[src/rtl/countdown_timer_pkg.sv]
// Shared definitions for the countdown timer: FSM state encoding and default count width.
package countdown_timer_pkg;

    localparam int unsigned DEFAULT_WIDTH = 4;

    typedef enum logic {
        ST_IDLE = 1'b0,
        ST_RUN  = 1'b1
    } state_t;

endpackage

[src/rtl/countdown_core.sv]
// WIDTH-bit count register with clear, load, hold and decrement controls plus a zero flag.
module countdown_core #(
    parameter int unsigned WIDTH = 4
) (
    input  logic             clock,
    input  logic             reset,
    input  logic             clear,
    input  logic             load,
    input  logic [WIDTH-1:0] load_value,
    input  logic             decrement,
    output logic [WIDTH-1:0] count,
    output logic             zero
);

    always_ff @(posedge clock) begin
        if (!reset) begin
            count <= '0;
        end else if (clear) begin
            count <= '0;
        end else if (load) begin
            count <= load_value;
        end else if (decrement) begin
            count <= count - WIDTH'(1);
        end
    end

    assign zero = (count == '0);

endmodule

[src/rtl/countdown_timer.sv]
// Loadable down-counter with one-cycle done pulse on expiry.
// Optional periodic mode: define COUNTDOWN_TIMER_AUTO_RELOAD_EN to reload on expiry.
module countdown_timer
    import countdown_timer_pkg::*;
#(
    parameter int unsigned WIDTH = DEFAULT_WIDTH
) (
    input  logic             clock,
    input  logic             reset,
    input  logic             start,
    input  logic [WIDTH-1:0] load_value,
    input  logic             enable,
    input  logic             abort,
    output logic [WIDTH-1:0] count_out,
    output logic             busy,
    output logic             done
);

    state_t             state;
    state_t             state_next;
    logic [WIDTH-1:0]   reload_reg;
    logic [WIDTH-1:0]   reload_next;
    logic               busy_next;
    logic               done_next;
    logic               core_clear;
    logic               core_load;
    logic               core_dec;
    logic [WIDTH-1:0]   core_src;
    logic               zero;

    countdown_core #(
        .WIDTH(WIDTH)
    ) u_core (
        .clock      (clock),
        .reset      (reset),
        .clear      (core_clear),
        .load       (core_load),
        .load_value (core_src),
        .decrement  (core_dec),
        .count      (count_out),
        .zero       (zero)
    );

    always_ff @(posedge clock) begin
        if (!reset) begin
            state      <= ST_IDLE;
            reload_reg <= '0;
            busy       <= 1'b0;
            done       <= 1'b0;
        end else begin
            state      <= state_next;
            reload_reg <= reload_next;
            busy       <= busy_next;
            done       <= done_next;
        end
    end

    always_comb begin
        state_next  = state;
        reload_next = reload_reg;
        busy_next   = busy;
        done_next   = 1'b0;
        core_clear  = 1'b0;
        core_load   = 1'b0;
        core_dec    = 1'b0;
        core_src    = load_value;

        case (state)
            ST_IDLE: begin
                if (start && !abort) begin
                    core_load   = 1'b1;
                    reload_next = load_value;
                    busy_next   = 1'b1;
                    state_next  = ST_RUN;
                end
            end
            ST_RUN: begin
                if (abort) begin
                    core_clear = 1'b1;
                    busy_next  = 1'b0;
                    state_next = ST_IDLE;
                end else if (enable) begin
                    if (!zero) begin
                        core_dec = 1'b1;
                    end else begin
                        // Expiry: the count sits at 0 for one enabled cycle before done fires.
                        done_next = 1'b1;
`ifdef COUNTDOWN_TIMER_AUTO_RELOAD_EN
                        core_load = 1'b1;
                        core_src  = reload_reg;
`else
                        busy_next  = 1'b0;
                        state_next = ST_IDLE;
`endif
                    end
                end
            end
            default: begin
                state_next = ST_IDLE;
            end
        endcase
    end

endmodule

[config.mk]
export PLATFORM = sky130hd
export DESIGN_NAME = countdown_timer
export DESIGN_NICKNAME = d
export VERILOG_FILES = /design/src/rtl/countdown_timer_pkg.sv /design/src/rtl/countdown_core.sv /design/src/rtl/countdown_timer.sv
export SDC_FILE = /design/constraint.sdc
export NUM_CORES = 1
export LEC_CHECK = 0
export ABC_AREA = 1
export CAP_MARGIN = 0
export CORE_AREA = 2 2 39 41
export DETAILED_ROUTE_END_ITERATION = 7
export DIE_AREA = 0 0 41 43
export PLACE_DENSITY = 0.69
export SLEW_MARGIN = 15
export SYNTH_ARGS = -nofsm -noshare
export SYNTH_HDL_FRONTEND = slang
export SYNTH_SLANG_ARGS = --single-unit
export TNS_END_PERCENT = 30
[constraint.sdc]
create_clock -name clock -period 1.1 [get_ports clock]
set_input_delay 0.22 -clock clock [delete_from_list [all_inputs] [get_ports clock]]
set_output_delay 0.22 -clock clock [all_outputs]
set_load 0.02 [all_outputs]
==> summary by stage <==
Outcome
The run finished with clean final reports.

Finish
In the layout the commonest cells are 14 x nand2_1, 10 x nor2_1, 6 x clkdlybuf4s50_1. The final net count is roughly 100. The count of inserted antenna diode cells is 0. In the final layout, the multi-input gates occupy approximately 300 µm².

The filler cell count is 140. Across the whole layout, storage elements account for ~150 µm². For this run, the number of standard cells in the final layout without fillers is 106. In the final layout, the share of cells above drive strength 1 is roughly 40%. The most common cell after layout, fill and taps aside is nand2_1. Relative to the synthesized area, the layout overhead comes to 65.37%.

Global routing
The via count of the first global-routing pass is 436. The first global-routing pass estimated between 1500 and 2000 µm of wire. Global routing used between 10% and 20% of the available tracks across all layers.

For this run the aggregate overflow at the end of global routing stands at 0. Entering global routing, the biggest net connects 8 pins. The number of antenna violations at the first check in global routing came to 0.

Route
Before antenna repair, the detailed router went through 4 iterations. After detailed routing, the total wire length is ~1000 µm. After detailed routing, the average wire length per cell comes to between 9 and 10 µm. Once detail routing completed, the nets flagged for antenna violations numbered 0. For this run, design rule violations remaining after detail routing come to 0.

The total via count after detailed routing is 480. The first routing iteration left 5 violations. The per-cell via count in the routed design is approximately 4.5.

Setup path
Data on the critical path is required at its endpoint by 1290 ps. The worst setup path is captured at a register. In this run the worst path has a maximum fanout of 5. The slowest stage of the critical path belongs to the cell dfxtp_4. STA puts the critical path data arrival time at approximately 1300 ps.

The setup path with the least slack is of type reg -> reg. The signal on the critical path passes through inv_4 > ha_4 > nand3_4 > nand2_4 > nand2_2 > inv_2 > nor2_2 > nor2_1. In this design, the stage delay of the slowest critical-path cell is between 300 and 400 ps. The type of element launching the critical path is a register.

Clock network
The number of sinks on the clock net is 7. The worst-skew pair later-pin latency is around 260 ps. The number of setup buffers added after CTS is 0.

The number of clock buffers added by TritonCTS is 3. In this run the clock root is driven by a clkbuf_4. In this run the number of H-tree levels came out at 1. TritonCTS built the clock tree.

The clock transition at the registers of the reported paths is ~50 ps. No sink is reached through more buffers than the 2 on the longest clock path. For this design, the CTS-stage hold fixing added 0 buffers.

Logic synthesis
In this run the cell area of the synthesized design comes to about 420 µm². The number of cells produced by synthesis is 67. Yosys printed 0 warnings. The share of the yosys chip area belonging to registers is between 30% and 40%. The netlist uses 15 different library cells. The average instance in the mapped netlist occupies 6.256 µm². The flip-flop and latch count after synthesis is 7. The net count of the mapped netlist is 77.

Placed design
The number of buffer cells added on primary ports is 14. The final weighted congestion in routability-driven placement is about 0.8. Detailed placement finished with a half-perimeter wire length of about 800 µm. In this run, placement finished with an instance count of 102.

Power
Of the total power, the share spent switching nets is between 30% and 40%. Power spread over the standard cell area amounts to ~1200 nW/µm². Summed over all cells, the static leakage comes to around 0.36 nW. Internal power comes to 0.0005345 W. The part of the total power dissipated in combinational logic is 33.6%. In this run the power spent charging and discharging nets is between 0.0002 and 0.0003 W. Summing internal, switching and leakage power gives roughly 0.0008 W. The clock share of power is between 30% and 40%. The maximum ir drop on the vdd rail is approximately 0.56 mV. The relative contribution of sequential cells to total power is between 30% and 40%.

Floorplan
From left edge to right edge, the die measures 41 µm. For this design the top-level I/O count stands at 15. The initial core utilization is between 30% and 40%.

The number of rows created at floorplan is 14. The placeable core area is about 1400 µm². The area of the die is ~1800 µm². The floorplan die height is 43 µm.

STA
The count of final max-slew check failures came to 0. The final-report setup violation count is 0. At the pin with the least slew margin, the transition time is ~200 ps. Setup repair after global routing could not meet its margin everywhere.

After layout, the minimum clock period comes to between 1000 and 1500 ps. In the finished design, the share of the clock period the worst path needs comes to around 97%. For this run, the top clock speed supported by timing is roughly 940 MHz. The headroom to the max-slew limit is 86.55%. The number of failing hold endpoints at the final stage came to 0. Hold timing on the final database bottoms out at a slack of 364.5 ps.

Across the routed clock network, the largest skew measured is around 0.85 ps. In the final timing run, aggregate negative setup slack is 0 ps.

Worst hold path
The worst hold path class is in -> reg.

Run
Across the run, the number of max-cap violations was 0.
==> cell type report <==
type | count | area share, %
Clock buffer | 4 | 3.791
Tap cell | 16 | 2.888
Sequential cell | 7 | 21.48
Timing Repair Buffer | 19 | 22.02
Multi-Input combinational cell | 49 | 42.78
Inverter | 11 | 7.040
==> worst paths after layout <==
check / endpoint / startpoint / cells past startpoint / slack (ps)
max: u_core.count[1]$_SDFFE_PP0P_ / u_core.count[0]$_SDFFE_PP0P_ / 8 / 30
min: done$_SDFF_PP0_ / abort / 4 / 360
max reg2reg: u_core.count[1]$_SDFFE_PP0P_ / u_core.count[0]$_SDFFE_PP0P_ / 8 / 30
min reg2reg: busy$_SDFFE_PN0P_ / busy$_SDFFE_PN0P_ / 2 / 490
==> metal layers <==
| layer | routed length, µm | track usage, % |
|---|---|---|
| met2 | 518 | 20.94 |
| met1 | 438 | 17.92 |
| met4 | 24 | 10.00 |
| met5 | 0 | 0 |
| met3 | 35 | 4.712 |
==> worst max-delay path: cells and delay by family, from the launching register on <==
family	cells	cell delay (ps)
and+or+nand+nor	5	360
buffers and inverters	2	140
DFF	1	350
adders and majority gates	1	150
==> per-stage QoR <==
step | worst slack [ps] | instance area, µm² | util (%)
after floorplan | 2.904 | 444.2 | -
after global placement | -312.7 | 641.9 | 46.38
after detailed placement | -351.4 | 641.9 | 46.38
after CTS | -24.07 | 690.7 | 49.91
after global routing | -46.65 | 693.2 | 50.09
final | 33.52 | 693.2 | 50.09
==> cells by family (layout without fill, tap and decap cells) <==
logic type | count (synthesis) | after routing | synth area share, %
AOI/OAI and AO/OA | 6 | 6 | 7.162
buffers and inverters | 11 | 34 | 9.851
and+or+nand+nor | 41 | 41 | 44.48
adders and majority gates | 1 | 1 | 2.985
xor gates and xnor gates | 1 | 1 | 2.090
DFF | 7 | 7 | 33.43
==> state kept, by name, indices dropped and copies added, names as in the netlist <==
register,cells
busy,1
state,1
done,1
u_core.count,4
==> what timing repair did <==
action,in CTS,in global routing
pin swaps,0,7
setup endpoints to repair,10,13
endpoints found under the hold margin,0,0
gates resized for setup,22,19
==> power by group through the flow <==
stage | clock network [W] | registers (W) | logic (W)
2_1_floorplan | 0 | 0.000310 | 0.000128
3_3_place_gp | 0 | 0.000288 | 0.000250
3_5_place_dp | 0 | 0.000289 | 0.000257
4_1_cts | 0.000251 | 0.000285 | 0.000261
5_1_grt | 0.000275 | 0.000289 | 0.000300
6_report | 0.000245 | 0.000288 | 0.000269
==> synth_stat cells <==
library cell | number | area [µm²]
ha_1 | 1 | 12.51
dfxtp_1 | 7 | 140.1
nand4_1 | 1 | 6.260
inv_1 | 10 | 37.54
a21oi_1 | 3 | 15.01
nor2_2 | 3 | 18.77
inv_2 | 1 | 3.750
nand3_1 | 5 | 25.02
xnor2_1 | 1 | 8.760
nor3_1 | 1 | 5.000
nand2_2 | 3 | 18.77
nor2_1 | 11 | 41.29
nand2_4 | 1 | 11.26
nand2_1 | 16 | 60.06
o21ai_0 | 3 | 15.01
No activity file was read; power rests on OpenSTA's default activity.
